`src/rtl/scoreboard_ctrl.sv`:
```
// Scoreboard front end: saturating BCD score, per-frame snapshot, and the
// raster-to-digit-ROM pipeline that feeds the sprite stage.
module scoreboard_ctrl #(
   parameter int DIGITS   = 4,
   parameter int ORIGIN_X = 16,
   parameter int ORIGIN_Y = 8,
   parameter int SPRITE_W = 32,
   parameter int SPRITE_H = 32
) (
   input  logic                clk,
   input  logic                rst_n,
   input  logic                clr,
   input  logic                add_en,
   input  logic [3:0]          add_pts,
   input  logic                frame_start,
   input  logic [9:0]          pixel_x,
   input  logic [9:0]          pixel_y,
   output logic [4*DIGITS-1:0] score_bcd,
   output logic [9:0]          addr,
   output logic                rden,
   output logic [9:0]          onehot,
   output logic                pix_valid
);

   localparam int SW = 4 * DIGITS;
   localparam int CW = $clog2(SPRITE_W);
   localparam logic [31:0] X_LO = ORIGIN_X;
   localparam logic [31:0] X_HI = ORIGIN_X + DIGITS * SPRITE_W;
   localparam logic [31:0] Y_LO = ORIGIN_Y;
   localparam logic [31:0] Y_HI = ORIGIN_Y + SPRITE_H;

   typedef struct packed {
      logic [9:0] addr;
      logic       rden;
      logic [3:0] val;
   } s1_t;

   typedef struct packed {
      logic [9:0] onehot;
      logic       rden;
   } s2_t;

   logic [SW-1:0] score_q;
   logic [SW-1:0] snap_q;
   logic [SW-1:0] sum_c;
   logic          sat_c;

   s1_t  s1_q;
   s1_t  s1_d;
   s2_t  s2_q;
   s2_t  s2_d;
   logic pv_q;

   // Ripple add: nibble 0 can take up to 9, higher nibbles only a carry of 1.
   always_comb begin
      logic [4:0] acc;
      logic [3:0] carry;
      acc   = '0;
      sum_c = '0;
      carry = (add_pts > 4'd9) ? 4'd9 : add_pts;
      for (int i = 0; i < DIGITS; i++) begin
         acc = {1'b0, score_q[4*i +: 4]} + {1'b0, carry};
         if (acc > 5'd9) begin
            sum_c[4*i +: 4] = 4'(acc - 5'd10);
            carry           = 4'd1;
         end else begin
            sum_c[4*i +: 4] = acc[3:0];
            carry           = 4'd0;
         end
      end
      sat_c = (carry != 4'd0);
   end

   always_ff @(posedge clk or negedge rst_n) begin
      if (!rst_n) begin
         score_q <= '0;
      end else if (clr) begin
         score_q <= '0;
      end else if (add_en) begin
         score_q <= sat_c ? {DIGITS{4'h9}} : sum_c;
      end
   end

   always_ff @(posedge clk or negedge rst_n) begin
      if (!rst_n) begin
         snap_q <= '0;
      end else if (frame_start) begin
         snap_q <= score_q;
      end
   end

   logic          in_x;
   logic          in_y;
   logic [9:0]    dx;
   logic [9:0]    dy;
   logic [9:0]    pos;
   logic [DIGITS-1:0] lz;
   logic [3:0]    val_c;
   logic          blank_c;

   assign in_x = (32'(pixel_x) >= X_LO) && (32'(pixel_x) < X_HI);
   assign in_y = (32'(pixel_y) >= Y_LO) && (32'(pixel_y) < Y_HI);
   assign dx   = pixel_x - 10'(ORIGIN_X);
   assign dy   = pixel_y - 10'(ORIGIN_Y);
   assign pos  = dx >> CW;

   // lz[p]: positions 0..p (MSD side) of the snapshot are all zero.
   always_comb begin
      logic zrun;
      zrun = 1'b1;
      lz   = '0;
      for (int p = 0; p < DIGITS; p++) begin
         zrun  = zrun & (snap_q[4*(DIGITS-1-p) +: 4] == 4'd0);
         lz[p] = zrun;
      end
   end

   always_comb begin
      val_c   = '0;
      blank_c = 1'b0;
      for (int p = 0; p < DIGITS; p++) begin
         if (pos == 10'(p)) begin
            val_c   = snap_q[4*(DIGITS-1-p) +: 4];
            blank_c = lz[p] && (p != DIGITS - 1);
         end
      end
   end

   always_comb begin
      s1_d      = '0;
      s1_d.rden = in_x & in_y & ~blank_c;
      s1_d.val  = val_c;
      if (s1_d.rden) begin
         s1_d.addr = 10'((32'(dy) << CW) | 32'(dx[CW-1:0]));
      end
   end

   always_comb begin
      s2_d      = '0;
      s2_d.rden = s1_q.rden;
      if (s1_q.rden) begin
         s2_d.onehot = 10'd1 << s1_q.val;
      end
   end

   always_ff @(posedge clk or negedge rst_n) begin
      if (!rst_n) begin
         s1_q <= '0;
         s2_q <= '0;
         pv_q <= 1'b0;
      end else begin
         s1_q <= s1_d;
         s2_q <= s2_d;
         pv_q <= s2_q.rden;
      end
   end

   assign score_bcd = score_q;
   assign addr      = s1_q.addr;
   assign rden      = s1_q.rden;
   assign onehot    = s2_q.onehot;
   assign pix_valid = pv_q;

endmodule
```
`config.mk`:
```
export PLATFORM = sky130hd
export DESIGN_NAME = scoreboard_ctrl
export DESIGN_NICKNAME = d
export VERILOG_FILES = /design/src/rtl/scoreboard_ctrl.sv
export SDC_FILE = /design/constraint.sdc
export NUM_CORES = 1
export LEC_CHECK = 0
export ABC_CLOCK_PERIOD_IN_PS = 11500
export BUFFER_PORTS_ARGS = -buffer_cell sky130_fd_sc_hd__buf_2
export CAP_MARGIN = 5
export CORE_ASPECT_RATIO = 1.75
export CORE_MARGIN = 1
export CORE_UTILIZATION = 45
export DETAILED_ROUTE_END_ITERATION = 10
export PLACE_DENSITY = 0.7
export SLEW_MARGIN = 20
export SYNTH_ARGS = -nofsm -noshare
export SYNTH_HDL_FRONTEND = slang
export SYNTH_SLANG_ARGS = --single-unit
```
`constraint.sdc`:
```
create_clock -name clk -period 11.5 [get_ports clk]
set_input_delay 1.15 -clock clk [delete_from_list [all_inputs] [get_ports clk]]
set_output_delay 1.15 -clock clk [all_outputs]
set_load 0.02 [all_outputs]
```
Word level (Yosys, flattened, before mapping)
Cells that the tools add are included.
{"block": "op_classes", "addsub": 10, "n_mul": 0, "div": 0, "n_lt_le_gt_ge": 9, "eq_ne": 3, "shifts": 1, "mux": 22, "bitwise_logic": 6, "n_reduce_logical": 8}
{"cell": "$mux 16", "n": 3}
{"cell": "$mux 4", "n": 9}
{"cell": "$gt 5x4->1 const B", "n": 4}
{"cell": "$mux 10", "n": 2}
{"cell": "$sub 4x4->4 const B", "n": 4}
{"cell": "$add 4x1->5", "n": 3}
{"cell": "$logic_not 4->1", "n": 3}
{"cell": "$eq 5x2->1 const B", "n": 2}
{"cell": "$ge 10x4->1 const B", "n": 1}
{"cell": "$ge 10x5->1 const B", "n": 1}
{"cell": "$logic_not 10->1", "n": 1}
{"cell": "$lt 10x6->1 const B", "n": 1}
{"cell": "$lt 10x8->1 const B", "n": 1}
{"cell": "$or 10x5->10", "n": 1}
{"cell": "$shl 1x4->10 const A", "n": 1}
{"cell": "$sub 10x5->10 const B", "n": 1}
{"cell": "$mux 1", "n": 8}
{"cell": "$add 4x4->5", "n": 1}
{"cell": "$eq 5x1->1 const B", "n": 1}
{"cell": "$sub 5x4->5 const B", "n": 1}
{"cell": "$and 1x1->1", "n": 4}
{"cell": "$gt 4x4->1 const B", "n": 1}
{"cell": "$reduce_bool 4->1", "n": 1}
{"cell": "$logic_and 1x1->1", "n": 2}
{"cell": "2 further kinds", "n": 2}
{"block": "word_totals", "regBits": 59, "latchBits": 0, "ram_bits": 0, "romBits": 0, "input_bits": 29, "out_inout_bits": 38, "wordCells": 67, "n_memories": 0}

Depth between registers and ports, before layout
{"block": "depth", "ltp_word": 18, "ltp_mapped": 27, "ltp_nobuf": 26}

Worst setup path before layout
No wires, ideal clock.
{"block": "synth_path", "path_type": "input to register", "startpoint": "input add_pts[2]", "endpoint": "register score_q[1] (netlist: score_bcd[1])", "setup_ns": 0.101, "t_arrival_ns": 6.242, "required_ns": 11.399, "slack_ns": 5.157, "path_stages": 26, "path_buffers": 1, "cell_sequence": "o21ai_0 > nand2b_1 > ha_1 > inv_1 > fa_1 > xor2_1 > and2_1 > o21ai_0 > ha_1 > ha_1 > o21ai_0 > or2_2 > a2bb2oi_1 > ha_1 > ha_1 > o21ai_0 > or2_2 > a2bb2oi_1 > ha_1 > ha_1 > nand2b_1 > a21oi_1 > o21ba_2 > buf_6 > or2_1 > o311ai_2"}
{"block": "synth_via", "elab_chain_cells": 18, "elab_cells_between_ends": 20, "classes_between": "add/sub: 5; order compare: 5; mux: 9; reduce/logical: 1"}
{"item": "start: declaration", "line_no": "14", "rtl": "input logic [3:0] add_pts,"}
{"item": "$gt 4x4->1", "line_no": "60", "rtl": "carry = (add_pts > 4'd9) ? 4'd9 : add_pts;"}
{"item": "$mux 4 *", "line_no": "60"}
{"item": "$add 4x4->5 *", "line_no": "62", "rtl": "acc = {1'b0, score_q[4*i +: 4]} + {1'b0, carry};"}
{"item": "$gt 5x4->1", "line_no": "63", "rtl": "if (acc > 5'd9) begin"}
{"item": "$mux 1", "line_no": "63"}
{"item": "$add 4x1->5", "line_no": "62"}
{"item": "$gt 5x4->1", "line_no": "63"}
{"item": "$mux 1", "line_no": "63"}
{"item": "[2 not listed]"}
{"item": "$mux 1", "line_no": "63"}
{"item": "$add 4x1->5", "line_no": "62"}
{"item": "$gt 5x4->1", "line_no": "63"}
{"item": "$mux 1", "line_no": "63"}
{"item": "$reduce_bool 4->1", "line_no": "71", "rtl": "sat_c = (carry != 4'd0);"}
{"item": "$mux 16 *", "line_no": "80", "rtl": "score_q <= sat_c ? {DIGITS{4'h9}} : sum_c;"}
{"item": "$mux 16 *", "line_no": "79", "rtl": "end else if (add_en) begin"}
{"item": "$mux 16 *", "line_no": "77", "rtl": "end else if (clr) begin"}
{"item": "end signal: assignment", "line_no": "80"}
{"item": "end: declaration", "line_no": "43", "rtl": "logic [SW-1:0] score_q;"}
Mark *: on every way between the ends. The rest lies on a longest branch, timed or not. The select of a mux whose other input is x is not followed.
A chain may end at the register's enable or synchronous reset.

Worst setup path in the final report
{"block": "layout_path", "startpoint": "input add_pts[2]", "endpoint": "register score_q[10] (netlist: score_bcd[10])"}
{"block": "layout_via", "elab_chain_cells": 18, "elab_cells_between_ends": 20, "classes_between": "add/sub: 5; order compare: 5; mux: 9; reduce/logical: 1"}
{"item": "$gt 4x4->1", "line_no": "60"}
{"item": "$mux 4 *", "line_no": "60"}
{"item": "$add 4x4->5 *", "line_no": "62"}
{"item": "$gt 5x4->1 *", "line_no": "63"}
{"item": "$mux 1 *", "line_no": "63"}
{"item": "$add 4x1->5 *", "line_no": "62"}
{"item": "$gt 5x4->1 *", "line_no": "63"}
{"item": "$mux 1 *", "line_no": "63"}
{"item": "[2 not listed]"}
{"item": "$mux 1", "line_no": "63"}
{"item": "$add 4x1->5", "line_no": "62"}
{"item": "$gt 5x4->1", "line_no": "63"}
{"item": "$mux 1", "line_no": "63"}
{"item": "$reduce_bool 4->1", "line_no": "71"}
{"item": "$mux 16 *", "line_no": "80"}
{"item": "$mux 16 *", "line_no": "79"}
{"item": "$mux 16 *", "line_no": "77"}
Marked as above.

==> flow_summary.yaml <==
timing:
  final.setup.tns_ns: 0
  worst_pin_slew_ns: 0.761
  hold_violations: 0
  setup_viol: 0
  min_period_over_period_pct: 58.8
  min_period_ns: 6.76
  slew_headroom_pct: 48.8
  rsz0062_at_grt: "false"
  slew_viol_final: 0
  fmax_mhz: 148
  fin_skew_ns: 0.00524
cts:
  cts_setup_buffers: 0
  cts_hold_buf: 0
  h-tree-depth: 3
  cts_resized: 0
  numCtsBuffers: 9
  clock_path_buffers: 2
  cts_root_buf: "clkbuf_16"
  cts.sinks: 59
  clk_latency_ns: 0.32
  clkTransAtPathRegs_ns: 0.05
  tritoncts: "yes"
power_and_ir_drop:
  ir_drop_mv: 0.0939
  p_per_area_nw_per_um2: 161
  p_sw_share_pct: 26.1
  power.share.clock_pct: 43.2
  p_leak_nw: 1.98
  power.internal_mw: 0.459
  p_switching_mw: 0.162
  pwr-share-seq_pct: 38.1
  pwr-share-comb_pct: 18.7
global_routing:
  grt_pass1_wl_um: 11100
  grt_max_degree: 60
  grt.overflow.total: 0
  grt_pass1_vias: 2438
  antenna_found_initial: 0
  track_usage_pct: 19.6
die:
  die_w_um: 66.8
  initial_core_util_pct: 46.1
  core-area_um2: 7180
  dieArea_um2: 7710
  rows: 41
  ios: 67
  die_h_um: 115
route:
  drt-initial-drc-count: 83
  ant_nets: 0
  dr.pass1.iters: 7
  route.detailed.drc: 1
  drt-total-wl_um: 6820
  wire_per_inst_um: 15.6
  avgViaCountPerCell: 5.49
  num_vias: 2405
finish:
  syn2layout_area_growth_pct: 16.4
  layout_common_cells: "buf_2, dfrtp_1, nor2_1"
  layout_commonest_cell: "buf_2"
  drive_gt1_share_pct: 33.0
  n_antenna_cell: 0
  layout.nets: 392
  postLayoutCoreUtil_pct: 53.6
setup_path:
  cp_data_required_time_ns: 11.71
  crit_fanout: 7
  crit_path_top_delay_cell: "o31ai_1"
  path_class: "input pin to register"
  cp.buffers_inverters: 3
  critPathLaunchType: "input pin"
  crit_family: "compound AO/OA/AOI/OAI gates"
  endpoint_kind: "register"
  path_common_cell: "ha_1"
  crit_path_max_incr_delay_ns: 0.67
  cp.arrival_ns: 6.97
synth:
  ys_seq_area_share_pct: 44.6
  synthArstFlopShare_pct: 100
  syn_inst: 301
  yosysTopAreaCell: "dfrtp_1"
  ys_types: 51
  synth_seq_cells: 59
  synth.cell_area_um2: 3310
  synth.area.top_cells: "dfrtp_1, mux2_2, ha_1"
  ys_warn_count: 0
  synth_top_area_share_pct: 44.6
  syn_avg_cell_area_um2: 11.0
  syn_nets: 346
  synth_flop_cell: "dfrtp_1"
  synth_edf_count: 0
outcome:
  violations: "DRC"
  outcome: "finished, violations left"
place:
  place_congestion: 0.829
  dp_hpwl_um: 5210
  port_buffers: 66
min_path:
  hold_path_class: "register to register"
flow_run:
  maxCapViolCount: 0
## area by class of cell
type	count	area, µm²
clock buffer	15	278
clock inverter	1	30.0
fill	673	3330
inverter	9	33.8
multi-input combinational	201	1590
sequential	59	1480
tap	86	108
timing repair buffer	67	338
## worst paths after layout
check                             startpoint            end  depth (start not counted)  slack, ns
worst min-delay path                 s2_q[0]      pix_valid                          0       0.35
worst min register to register       s2_q[0]      pix_valid                          0       0.35
min in group asynchronous              rst_n        addr[0]                          2       0.97
worst max-delay path              add_pts[2]  score_bcd[10]                         27       4.74
worst max register to register  score_bcd[0]  score_bcd[10]                         23       5.40
max in group asynchronous              rst_n      onehot[6]                          2      10.07
## cell families after synthesis
group	Yosys count	synth area share, %
mux	26	10.6
flops	59	44.6
xor+xnor	11	2.91
compound gates	55	11.9
fa+ha+maj	16	6.28
buf+inv	41	7.37
simple gates	93	16.3
## Yosys cell counts (3+ instances only)
| master | number |
|---|---|
| o21ai_0 | 11 |
| buf_4 | 20 |
| dfrtp_1 | 59 |
| a2bb2oi_1 | 3 |
| mux4_1 | 4 |
| and3_1 | 3 |
| nand2b_1 | 9 |
| a21o_1 | 3 |
| and2b_1 | 4 |
| o31ai_1 | 3 |
| o211ai_1 | 4 |
| nand2_1 | 11 |
| a211oi_1 | 5 |
| nor4_1 | 5 |
| and2_4 | 8 |
| mux2_2 | 21 |
| nor2_1 | 24 |
| a21oi_1 | 12 |
| clkbuf_1 | 10 |
| inv_1 | 9 |
| ha_1 | 15 |
| nand3_1 | 3 |
| xor2_1 | 3 |
| xnor2_1 | 8 |
| nor3_1 | 8 |
## state kept, by name (all words and copies together) (netlist names)
| register | count |
|---|---|
| s1_q | 4 |
| pix_valid | 1 |
| addr | 10 |
| s2_q | 1 |
| score_bcd | 16 |
| rden | 1 |
| onehot | 10 |
| snap_q | 16 |
## per-stage QoR
step	hold slack [ns]	worst slack, ns	power (mW)	area [µm²]	cells
after CTS	0.346	4.74	0.628	3850	438
after global routing	0.358	4.12	0.653	3850	438
after floorplan	0.331	5.16	0.320	3310	301
after detailed placement	0.336	4.40	0.356	3540	422
after global placement	0.333	4.68	0.352	3540	422
final	0.350	4.74	0.621	3850	438
## routing by layer
metal | wire (µm) | GRT usage (%) | vias up
li1 | - | - | 1153
met2 | 3890 | 37.2 | 68
met4 | 210 | 11.5 | 0
met3 | 270 | 5.41 | 16
met1 | 2450 | 17.6 | 1168
met5 | 0 | 0 | -
## power groups by stage
| stage | registers (mW) | logic [mW] | clock network (mW) |
|---|---|---|---|
| after global placement | 0.239 | 0.113 | 0 |
| after detailed placement | 0.240 | 0.117 | 0 |
| final | 0.236 | 0.116 | 0.268 |
| after floorplan | 0.241 | 0.0789 | 0 |
| after CTS | 0.236 | 0.117 | 0.274 |
| after global routing | 0.238 | 0.130 | 0.284 |
(Power assumes the default switching activity.)
